==> src/rtl/cgra_io_stream_responder_if.sv <==
// Stream and config bundle between the GLB tile and one PRR column.
// The responder uses the slave modport; the GLB side (or a bench) drives the master view.
interface cgra_io_stream_responder_if #(
    parameter int unsigned DATA_WIDTH     = 16,
    parameter int unsigned CFG_ADDR_WIDTH = 32,
    parameter int unsigned CFG_DATA_WIDTH = 32
);
    logic                      cfg_wr_en;
    logic [CFG_ADDR_WIDTH-1:0] cfg_wr_addr;
    logic [CFG_DATA_WIDTH-1:0] cfg_wr_data;
    logic                      cfg_rd_en;
    logic [CFG_ADDR_WIDTH-1:0] cfg_rd_addr;
    logic [CFG_DATA_WIDTH-1:0] cfg_rd_data;
    logic                      io1_g2io;
    logic [DATA_WIDTH-1:0]     io16_g2io;
    logic                      io16_g2io_vld;
    logic                      io16_g2io_rdy;
    logic                      io1_io2g;
    logic [DATA_WIDTH-1:0]     io16_io2g;
    logic                      io16_io2g_vld;
    logic                      io16_io2g_rdy;

    modport slave (
        input  cfg_wr_en, cfg_wr_addr, cfg_wr_data, cfg_rd_en, cfg_rd_addr,
        input  io1_g2io, io16_g2io, io16_g2io_vld, io16_io2g_rdy,
        output cfg_rd_data, io16_g2io_rdy, io1_io2g, io16_io2g, io16_io2g_vld
    );

    modport master (
        output cfg_wr_en, cfg_wr_addr, cfg_wr_data, cfg_rd_en, cfg_rd_addr,
        output io1_g2io, io16_g2io, io16_g2io_vld, io16_io2g_rdy,
        input  cfg_rd_data, io16_g2io_rdy, io1_io2g, io16_io2g, io16_io2g_vld
    );
endinterface

==> src/rtl/cgra_io_stream_responder.sv <==
// PRR-side stream endpoint: config register file plus a g2f->f2g FIFO that adds an
// optional offset to each word and counts words returned to the GLB.
module cgra_io_stream_responder #(
    parameter int unsigned DATA_WIDTH     = 16,
    parameter int unsigned CFG_ADDR_WIDTH = 32,
    parameter int unsigned CFG_DATA_WIDTH = 32,
    parameter int unsigned FIFO_DEPTH     = 4
) (
    input logic                        clk,
    input logic                        reset,
    input logic                        stall,
    cgra_io_stream_responder_if.slave  bus
);
    localparam int unsigned PTR_W = $clog2(FIFO_DEPTH);

    logic                      r_en;
    logic                      r_bypass;
    logic [DATA_WIDTH-1:0]     r_offset;
    logic [CFG_DATA_WIDTH-1:0] r_count;
    logic [CFG_DATA_WIDTH-1:0] r_cfg_rd_data;
    logic [PTR_W-1:0]          r_wr_ptr;
    logic [PTR_W-1:0]          r_rd_ptr;
    logic [PTR_W:0]            r_level;
    logic [DATA_WIDTH-1:0]     r_mem_data [FIFO_DEPTH];
    logic                      r_mem_ctrl [FIFO_DEPTH];

    logic                      w_full;
    logic                      w_empty;
    logic                      w_rdy;
    logic                      w_vld;
    logic                      w_push;
    logic                      w_pop;
    logic [DATA_WIDTH-1:0]     w_push_data;
    logic [CFG_DATA_WIDTH-1:0] w_status;
    logic [CFG_DATA_WIDTH-1:0] w_rd_mux;
    logic                      w_wr_count;
    logic                      w_unused;

    assign w_full      = (r_level == (PTR_W+1)'(FIFO_DEPTH));
    assign w_empty     = (r_level == '0);
    assign w_rdy       = r_en & ~stall & ~w_full;
    assign w_vld       = ~w_empty & ~stall;
    assign w_push      = w_rdy & bus.io16_g2io_vld;
    assign w_pop       = w_vld & bus.io16_io2g_rdy;
    assign w_push_data = r_bypass ? bus.io16_g2io : bus.io16_g2io + r_offset;
    assign w_wr_count  = bus.cfg_wr_en & (bus.cfg_wr_addr[1:0] == 2'd2);

    assign bus.io16_g2io_rdy = w_rdy;
    assign bus.io16_io2g_vld = w_vld;
    assign bus.io16_io2g     = r_mem_data[r_rd_ptr];
    assign bus.io1_io2g      = r_mem_ctrl[r_rd_ptr] & w_vld;
    assign bus.cfg_rd_data   = r_cfg_rd_data;

    assign w_unused = ^{bus.cfg_wr_addr[CFG_ADDR_WIDTH-1:2], bus.cfg_rd_addr[CFG_ADDR_WIDTH-1:2],
                        bus.cfg_wr_data[CFG_DATA_WIDTH-1:DATA_WIDTH]};

    always_comb begin
        w_status            = '0;
        w_status[PTR_W:0]   = r_level;
        w_status[8]         = w_full;
        w_status[9]         = w_empty;
    end

    always_comb begin
        w_rd_mux = '0;
        case (bus.cfg_rd_addr[1:0])
            2'd0:    w_rd_mux[1:0] = {r_bypass, r_en};
            2'd1:    w_rd_mux[DATA_WIDTH-1:0] = r_offset;
            2'd2:    w_rd_mux = r_count;
            default: w_rd_mux = w_status;
        endcase
    end

    // Memory is cleared too so the f2g data bus reads 0 out of reset.
    always_ff @(posedge clk) begin
        if (reset) begin
            r_wr_ptr <= '0;
            r_rd_ptr <= '0;
            r_level  <= '0;
            for (int i = 0; i < int'(FIFO_DEPTH); i++) begin
                r_mem_data[i] <= '0;
                r_mem_ctrl[i] <= 1'b0;
            end
        end else begin
            if (w_push) begin
                r_mem_data[r_wr_ptr] <= w_push_data;
                r_mem_ctrl[r_wr_ptr] <= bus.io1_g2io;
                r_wr_ptr             <= r_wr_ptr + PTR_W'(1);
            end
            if (w_pop) begin
                r_rd_ptr <= r_rd_ptr + PTR_W'(1);
            end
            case ({w_push, w_pop})
                2'b10:   r_level <= r_level + 1'b1;
                2'b01:   r_level <= r_level - 1'b1;
                default: r_level <= r_level;
            endcase
        end
    end

    // Reads sample pre-write state, so a same-address write is not visible yet.
    always_ff @(posedge clk) begin
        if (reset) begin
            r_en          <= 1'b0;
            r_bypass      <= 1'b0;
            r_offset      <= '0;
            r_count       <= '0;
            r_cfg_rd_data <= '0;
        end else begin
            if (bus.cfg_wr_en && bus.cfg_wr_addr[1:0] == 2'd0) begin
                r_en     <= bus.cfg_wr_data[0];
                r_bypass <= bus.cfg_wr_data[1];
            end
            if (bus.cfg_wr_en && bus.cfg_wr_addr[1:0] == 2'd1) begin
                r_offset <= bus.cfg_wr_data[DATA_WIDTH-1:0];
            end
            if (w_wr_count) begin
                r_count <= '0;
            end else if (w_pop) begin
                r_count <= r_count + 1'b1;
            end
            if (bus.cfg_rd_en) begin
                r_cfg_rd_data <= w_rd_mux;
            end
        end
    end
endmodule
==> src/flat_wrapper.sv <==
// flat-port wrapper written by rule: the top's interface ports become plain ports
module cgra_io_stream_responder_flat 
#(
    parameter int unsigned DATA_WIDTH     = 16,
    parameter int unsigned CFG_ADDR_WIDTH = 32,
    parameter int unsigned CFG_DATA_WIDTH = 32,
    parameter int unsigned FIFO_DEPTH     = 4
)
  (clk, reset, stall, bus_cfg_wr_en, bus_cfg_wr_addr, bus_cfg_wr_data, bus_cfg_rd_en, bus_cfg_rd_addr, bus_io1_g2io, bus_io16_g2io, bus_io16_g2io_vld, bus_io16_io2g_rdy, bus_cfg_rd_data, bus_io16_g2io_rdy, bus_io1_io2g, bus_io16_io2g, bus_io16_io2g_vld);
  cgra_io_stream_responder_if #(.DATA_WIDTH(DATA_WIDTH), .CFG_ADDR_WIDTH(CFG_ADDR_WIDTH), .CFG_DATA_WIDTH(CFG_DATA_WIDTH)) bus_i ();
  input logic clk;
  input logic reset;
  input logic stall;
  input wire logic [$bits(bus_i.cfg_wr_en)-1:0] bus_cfg_wr_en;
  input wire logic [$bits(bus_i.cfg_wr_addr)-1:0] bus_cfg_wr_addr;
  input wire logic [$bits(bus_i.cfg_wr_data)-1:0] bus_cfg_wr_data;
  input wire logic [$bits(bus_i.cfg_rd_en)-1:0] bus_cfg_rd_en;
  input wire logic [$bits(bus_i.cfg_rd_addr)-1:0] bus_cfg_rd_addr;
  input wire logic [$bits(bus_i.io1_g2io)-1:0] bus_io1_g2io;
  input wire logic [$bits(bus_i.io16_g2io)-1:0] bus_io16_g2io;
  input wire logic [$bits(bus_i.io16_g2io_vld)-1:0] bus_io16_g2io_vld;
  input wire logic [$bits(bus_i.io16_io2g_rdy)-1:0] bus_io16_io2g_rdy;
  output wire logic [$bits(bus_i.cfg_rd_data)-1:0] bus_cfg_rd_data;
  output wire logic [$bits(bus_i.io16_g2io_rdy)-1:0] bus_io16_g2io_rdy;
  output wire logic [$bits(bus_i.io1_io2g)-1:0] bus_io1_io2g;
  output wire logic [$bits(bus_i.io16_io2g)-1:0] bus_io16_io2g;
  output wire logic [$bits(bus_i.io16_io2g_vld)-1:0] bus_io16_io2g_vld;
  assign bus_i.cfg_wr_en = bus_cfg_wr_en;
  assign bus_i.cfg_wr_addr = bus_cfg_wr_addr;
  assign bus_i.cfg_wr_data = bus_cfg_wr_data;
  assign bus_i.cfg_rd_en = bus_cfg_rd_en;
  assign bus_i.cfg_rd_addr = bus_cfg_rd_addr;
  assign bus_i.io1_g2io = bus_io1_g2io;
  assign bus_i.io16_g2io = bus_io16_g2io;
  assign bus_i.io16_g2io_vld = bus_io16_g2io_vld;
  assign bus_i.io16_io2g_rdy = bus_io16_io2g_rdy;
  assign bus_cfg_rd_data = bus_i.cfg_rd_data;
  assign bus_io16_g2io_rdy = bus_i.io16_g2io_rdy;
  assign bus_io1_io2g = bus_i.io1_io2g;
  assign bus_io16_io2g = bus_i.io16_io2g;
  assign bus_io16_io2g_vld = bus_i.io16_io2g_vld;
  cgra_io_stream_responder #(.DATA_WIDTH(DATA_WIDTH), .CFG_ADDR_WIDTH(CFG_ADDR_WIDTH), .CFG_DATA_WIDTH(CFG_DATA_WIDTH), .FIFO_DEPTH(FIFO_DEPTH)) u_core (.clk(clk), .reset(reset), .stall(stall), .bus(bus_i));
endmodule
==> config.mk <==
export PLATFORM = sky130hd
export DESIGN_NAME = cgra_io_stream_responder_flat
export DESIGN_NICKNAME = d
export VERILOG_FILES = /design/src/rtl/cgra_io_stream_responder_if.sv /design/src/rtl/cgra_io_stream_responder.sv /design/src/flat_wrapper.sv
export SDC_FILE = /design/constraint.sdc
export NUM_CORES = 1
export LEC_CHECK = 0
export ABC_CLOCK_PERIOD_IN_PS = 4950
export CORE_ASPECT_RATIO = 1.75
export CORE_UTILIZATION = 45
export DETAILED_ROUTE_END_ITERATION = 8
export PLACE_DENSITY = 0.79
export SYNTH_ARGS = -nofsm -noshare
export SYNTH_HDL_FRONTEND = slang
export SYNTH_SLANG_ARGS = --single-unit
==> constraint.sdc <==
create_clock -name clk -period 4.95 [get_ports clk]
set_input_delay 0.99 -clock clk [delete_from_list [all_inputs] [get_ports clk]]
set_output_delay 0.99 -clock clk [all_outputs]
set_load 0.005 [all_outputs]
Yosys cells after proc, flatten, opt, wreduce, memory -nomap -nowiden
Memory sizes are Yosys's and may differ from the RTL's. A register that Yosys moved wholly into a read port is not among the register bits.
Cells that the tools add are included.
{"block": "classes", "add_sub_neg": 6, "n_eq_ne": 7, "muxes": 20, "bitwise": 10, "reduce_logical": 9}
{"cell": "$mux W16", "count": 3}
{"cell": "$pmux W14 S3", "count": 1}
{"cell": "$add A32 B1 Y32 const B", "count": 1}
{"cell": "$add A16 B16 Y16", "count": 1}
{"cell": "$reduce_or A16 Y1", "count": 1}
{"cell": "$mux W2", "count": 6}
{"cell": "$mux W1", "count": 8}
{"cell": "$and A1 B1 Y1", "count": 7}
{"cell": "$eq A2 B1 Y1 const B", "count": 3}
{"cell": "$eq A2 B2 Y1 const B", "count": 3}
{"cell": "$pmux W2 S3", "count": 1}
{"cell": "$pmux W3 S2", "count": 1}
{"cell": "$add A2 B1 Y2 const B", "count": 2}
{"cell": "$logic_not A2 Y1", "count": 2}
{"cell": "$add A3 B1 Y3 const B", "count": 1}
{"cell": "$eq A3 B3 Y1 const B", "count": 1}
{"cell": "$logic_not A3 Y1", "count": 1}
{"cell": "$not A1 Y1", "count": 3}
{"cell": "$sub A3 B1 Y3 const B", "count": 1}
{"cell": "$logic_and A1 B1 Y1", "count": 2}
{"cell": "$reduce_bool A2 Y1", "count": 1}
{"cell": "$reduce_or A2 Y1", "count": 1}
{"cell": "$reduce_or A1 Y1", "count": 1}
{"block": "totals", "register_bits": 89, "ram_bits": 68, "in_bits": 120, "output_inout_bits": 51, "elab_cells": 62, "memories": 2}
{"name": "u_core.r_mem_data", "depth": 4, "width": 16, "rd": 1, "rd_ports_with_merged_regs": 1, "wr": 4, "line_no": "cgra_io_stream_responder.sv:24", "text": "logic [DATA_WIDTH-1:0] r_mem_data [FIFO_DEPTH];"}
{"name": "u_core.r_mem_ctrl", "depth": 4, "width": 1, "rd": 1, "rd_ports_with_merged_regs": 1, "wr": 4, "line_no": "cgra_io_stream_responder.sv:25", "text": "logic r_mem_ctrl [FIFO_DEPTH];"}

Longest topological paths before layout
{"block": "depth", "word_depth": 9, "depth_mapped": 9, "depth_no_buf": 9}

Worst setup path before layout
No wires, ideal clock.
{"block": "synth_path", "path_type": "input -> register", "from": "input port bus_io16_g2io[0]", "to": "memory u_core.r_mem_data[0][8], data pin", "arrival_ps": 2813, "t_required_ps": 4679, "path_slack_ps": 1865, "stages": 8, "cell_sequence": "ha_1 > fa_1 > a21o_1 > a221o_1 > a21oi_1 > nor4_1 > a311oi_1 > nor2_1"}
{"element": "start, declared", "line_no": "flat_wrapper.sv:20", "text": "input wire logic [$bits(bus_i.io16_g2io)-1:0] bus_io16_g2io;"}
{"element": "end, declared", "line_no": "cgra_io_stream_responder.sv:24"}

Worst setup path after layout
{"block": "layout_path", "from": "input port stall", "to": "output port bus_io16_g2io_rdy"}
{"block": "layout_between", "elab_chain_len": 3}
{"element": "start, declared", "line_no": "flat_wrapper.sv:13", "text": "input logic stall;"}
{"element": "$not A1 Y1", "line_no": "cgra_io_stream_responder.sv:41", "text": "assign w_rdy = r_en & ~stall & ~w_full;"}
{"element": "$and A1 B1 Y1 (2 in series)", "line_no": "cgra_io_stream_responder.sv:41"}
{"element": "end, declared", "line_no": "flat_wrapper.sv:24", "text": "output wire logic [$bits(bus_i.io16_g2io_rdy)-1:0] bus_io16_g2io_rdy;"}
No other way between the ends.

==> metrics.yaml <==
status:
  status: "complete, no violations"
routing:
  vias_per_cell: 5.40
  antenna_left: 0
  drt-initial-drc-count: 318
  drc_errors: 0
  num_vias: 5828
  first_pass_iters: 5
  routedWlPerCell_um: 17.0
  routed_wirelength_um: 18400
clock_tree:
  h-tree-depth: 4
  cts_setup_buffers: 0
  clock_latency_ps: 430
  cts_tree: "built"
  clockBufferDepth: 2
  numCtsBuffers: 17
  post_cts_resize_count: 0
  cts_root_buf: "clkbuf_16"
  clkTransAtPathRegs_ps: 70
  cts_sinks: 159
  hold_buffers: 0
sta:
  slew_violations: 0
  max_freq_mhz: 279
  final.setup.tns_ps: 0
  finalSetupViolations: 0
  hold_viol_final: 0
  rsz0062_at_grt: "no"
  timing.final.crit_share: 0.725
  worst_slew_pin_slew_ps: 939
  finalCriticalPeriod_ps: 3590
  fin_worst_skew_ps: 12.1
  setup_ws_ps: 1360
  timing.slew.headroom: 0.371
  whs_ps: 483
power_and_ir_drop:
  p_leak_nw: 3.37
  powerDensity_nw_per_um2: 315
  ir_drop_v: 0.000264
synth:
  syn-num-nets: 900
  ys_warn_count: 0
  ys_ff_latch: 159
  synth_enable_flop_cells: 68
  ys_types: 56
  ys.flop_type: "dfxtp_1"
  synthCells: 761
  syn_area_per_cell_um2: 9.99
  synth_seq_area_share: 0.508
  async_flop_share: 0
  synthesis.area_um2: 7600
critical_path:
  endpoint_kind: "primary output"
  setup.worst_path.class: "input port to primary output"
  worst_ep_arrival_time_ps: 2600
  crit_path_start_kind: "input port"
  cp.required_ps: 3960
  critical_path.max_fanout: 5
layout:
  drive_gt1_frac: 0.0864
  fin_cells: 1080
  area_growth_pct: 22.4
  fin_area_um2: 9310
  multiInputGateArea_um2: 3530
  nFillCells: 1452
  regArea_um2: 3860
  fin_nets: 982
  antennaDiodeCount: 0
job:
  maxCapViolCount: 0
global_route:
  antenna_found_initial: 0
  grt_usage: 0.222
  grt_busiest_layer: "met2"
  grt_max_degree: 64
  overflow: 0
  met3_usage: 0.0438
  use_met2: 0.375
  grt_pass1_vias: 5683
  grt_pass1_wl_um: 29300
  use_met1: 0.246
place:
  dpl-instance-area_um2: 8730
  io_buffer_count: 94
  dp_slack_ps: 1120
  dp_hpwl_um: 13500
  place_inst: 1048
  gp_congestion: 0.879
die:
  io_pins: 171
  die_area_um2: 17400
  fp-row-count: 62
  chipWidth_um: 100
  start_util: 0.462
  die_h_um: 174
  coreArea_um2: 16400
worst_hold_path:
  hold_class: "flop to flop"
[power by group]
group	internal [mW]	switching, mW	leakage [nW]	total [mW]
logic	0.106	0.128	1.65	0.235
registers	1.39	0.0168	1.44	1.41
clock network	0.709	0.573	0.280	1.28
[area by class of cell]
class                   instances  share of cell area
multi-input cells             547               0.379
well taps                     224              0.0301
flip-flops and latches        159               0.415
inverters                      15             0.00605
clock inverters                15              0.0161
clock buffers                  17              0.0457
repair buffers                103               0.108
[synthesized netlist by cell type (10+ instances only)]
library cell,n,area share
dfxtp_1,91,0.24
mux2i_1,10,0.013
a22oi_1,16,0.016
nand3_1,11,0.0072
nor3_1,13,0.0086
nor2_1,160,0.079
ha_1,17,0.028
mux4_2,19,0.056
xnor2_1,23,0.026
a21oi_1,53,0.035
nand2_1,62,0.031
edfxtp_1,68,0.27
nor2b_1,20,0.016
o21ai_0,15,0.0099
xor2_1,20,0.023
buf_2,11,0.0072
clkbuf_1,27,0.013
a211oi_1,15,0.015
inv_1,15,0.0074
[cells in the final DEF, fill, tap and decap left out, drive strengths merged, types with 5 or more instances in the layout]
master / n
and3: 11
mux4: 19
a21o: 5
clkbuf: 17
and2: 8
clkdlybuf4s50: 93
nand3: 11
nand4: 9
nor3: 14
nand2: 62
xnor2: 23
or3: 7
inv: 22
o21ai: 16
nor2: 160
nor2b: 20
buf: 10
mux2i: 10
a22oi: 16
dfxtp: 91
a211oi: 15
xor2: 20
clkinv: 5
ha: 17
a21oi: 53
edfxtp: 68
and4: 5
[worst paths after layout]
| check | startpoint | depth (start not counted) | end | slack, ps |
|---|---|---|---|---|
| min reg2reg | u_core.bus.cfg_rd_data[3]$_SDFFE_PP0P_ | 2 | u_core.bus.cfg_rd_data[3]$_SDFFE_PP0P_ | 480 |
| max reg2reg | u_core.r_offset[0]$_SDFFE_PP0P_ | 8 | u_core.r_mem_data[0][8]$_SDFFCE_PN0P_ | 2250 |
| max | stall | 4 | bus_io16_g2io_rdy | 1360 |
| min | u_core.bus.cfg_rd_data[3]$_SDFFE_PP0P_ | 2 | u_core.bus.cfg_rd_data[3]$_SDFFE_PP0P_ | 480 |
[metal layers]
metal | share of wire | up-vias | routed length, um
li1 | - | 2869 | -
met1 | 0.38 | 2737 | 7010
met2 | 0.51 | 172 | 9380
met3 | 0.042 | 50 | 772
met4 | 0.066 | 0 | 1210
met5 | 0 | - | 0
[flip-flops by register name, indices dropped and copies added, names as in the netlist, named ones only]
signal / cells
u_core.bus.cfg_rd_data: 32
u_core.r_bypass: 1
u_core.r_count: 32
u_core.r_en: 1
u_core.r_level: 3
u_core.r_mem_ctrl: 4
u_core.r_mem_data: 64
u_core.r_offset: 16
u_core.r_rd_ptr: 2
u_core.r_wr_ptr: 2
[critical path, stage by stage]
cell	delay [ps]
clkdlybuf4s50_1	550
nor2b_1	250
and2_1	270
clkdlybuf4s50_1	540
[cells by family (layout without fill, tap and decap cells)]
kind of cell               count (synthesis)  after routing  synth area share
buffers and inverters                     55            150            0.0290
DFF                                      159            159             0.508
muxes                                     32             32            0.0744
AOI/OAI and AO/OA                        132            132             0.111
adders and majority gates                 19             19            0.0332
xor gates and xnor gates                  43             43            0.0495
and+or+nand+nor                          321            321             0.194
[through the flow]
stage	util	power (mW)
CTS	0.566	2.94
finish	0.566	2.93
global route	0.566	3.03
global placement	0.531	1.67
detailed placement	0.531	1.68
floorplan	-	1.57
Note: power is estimated with default switching activity, not from simulation.
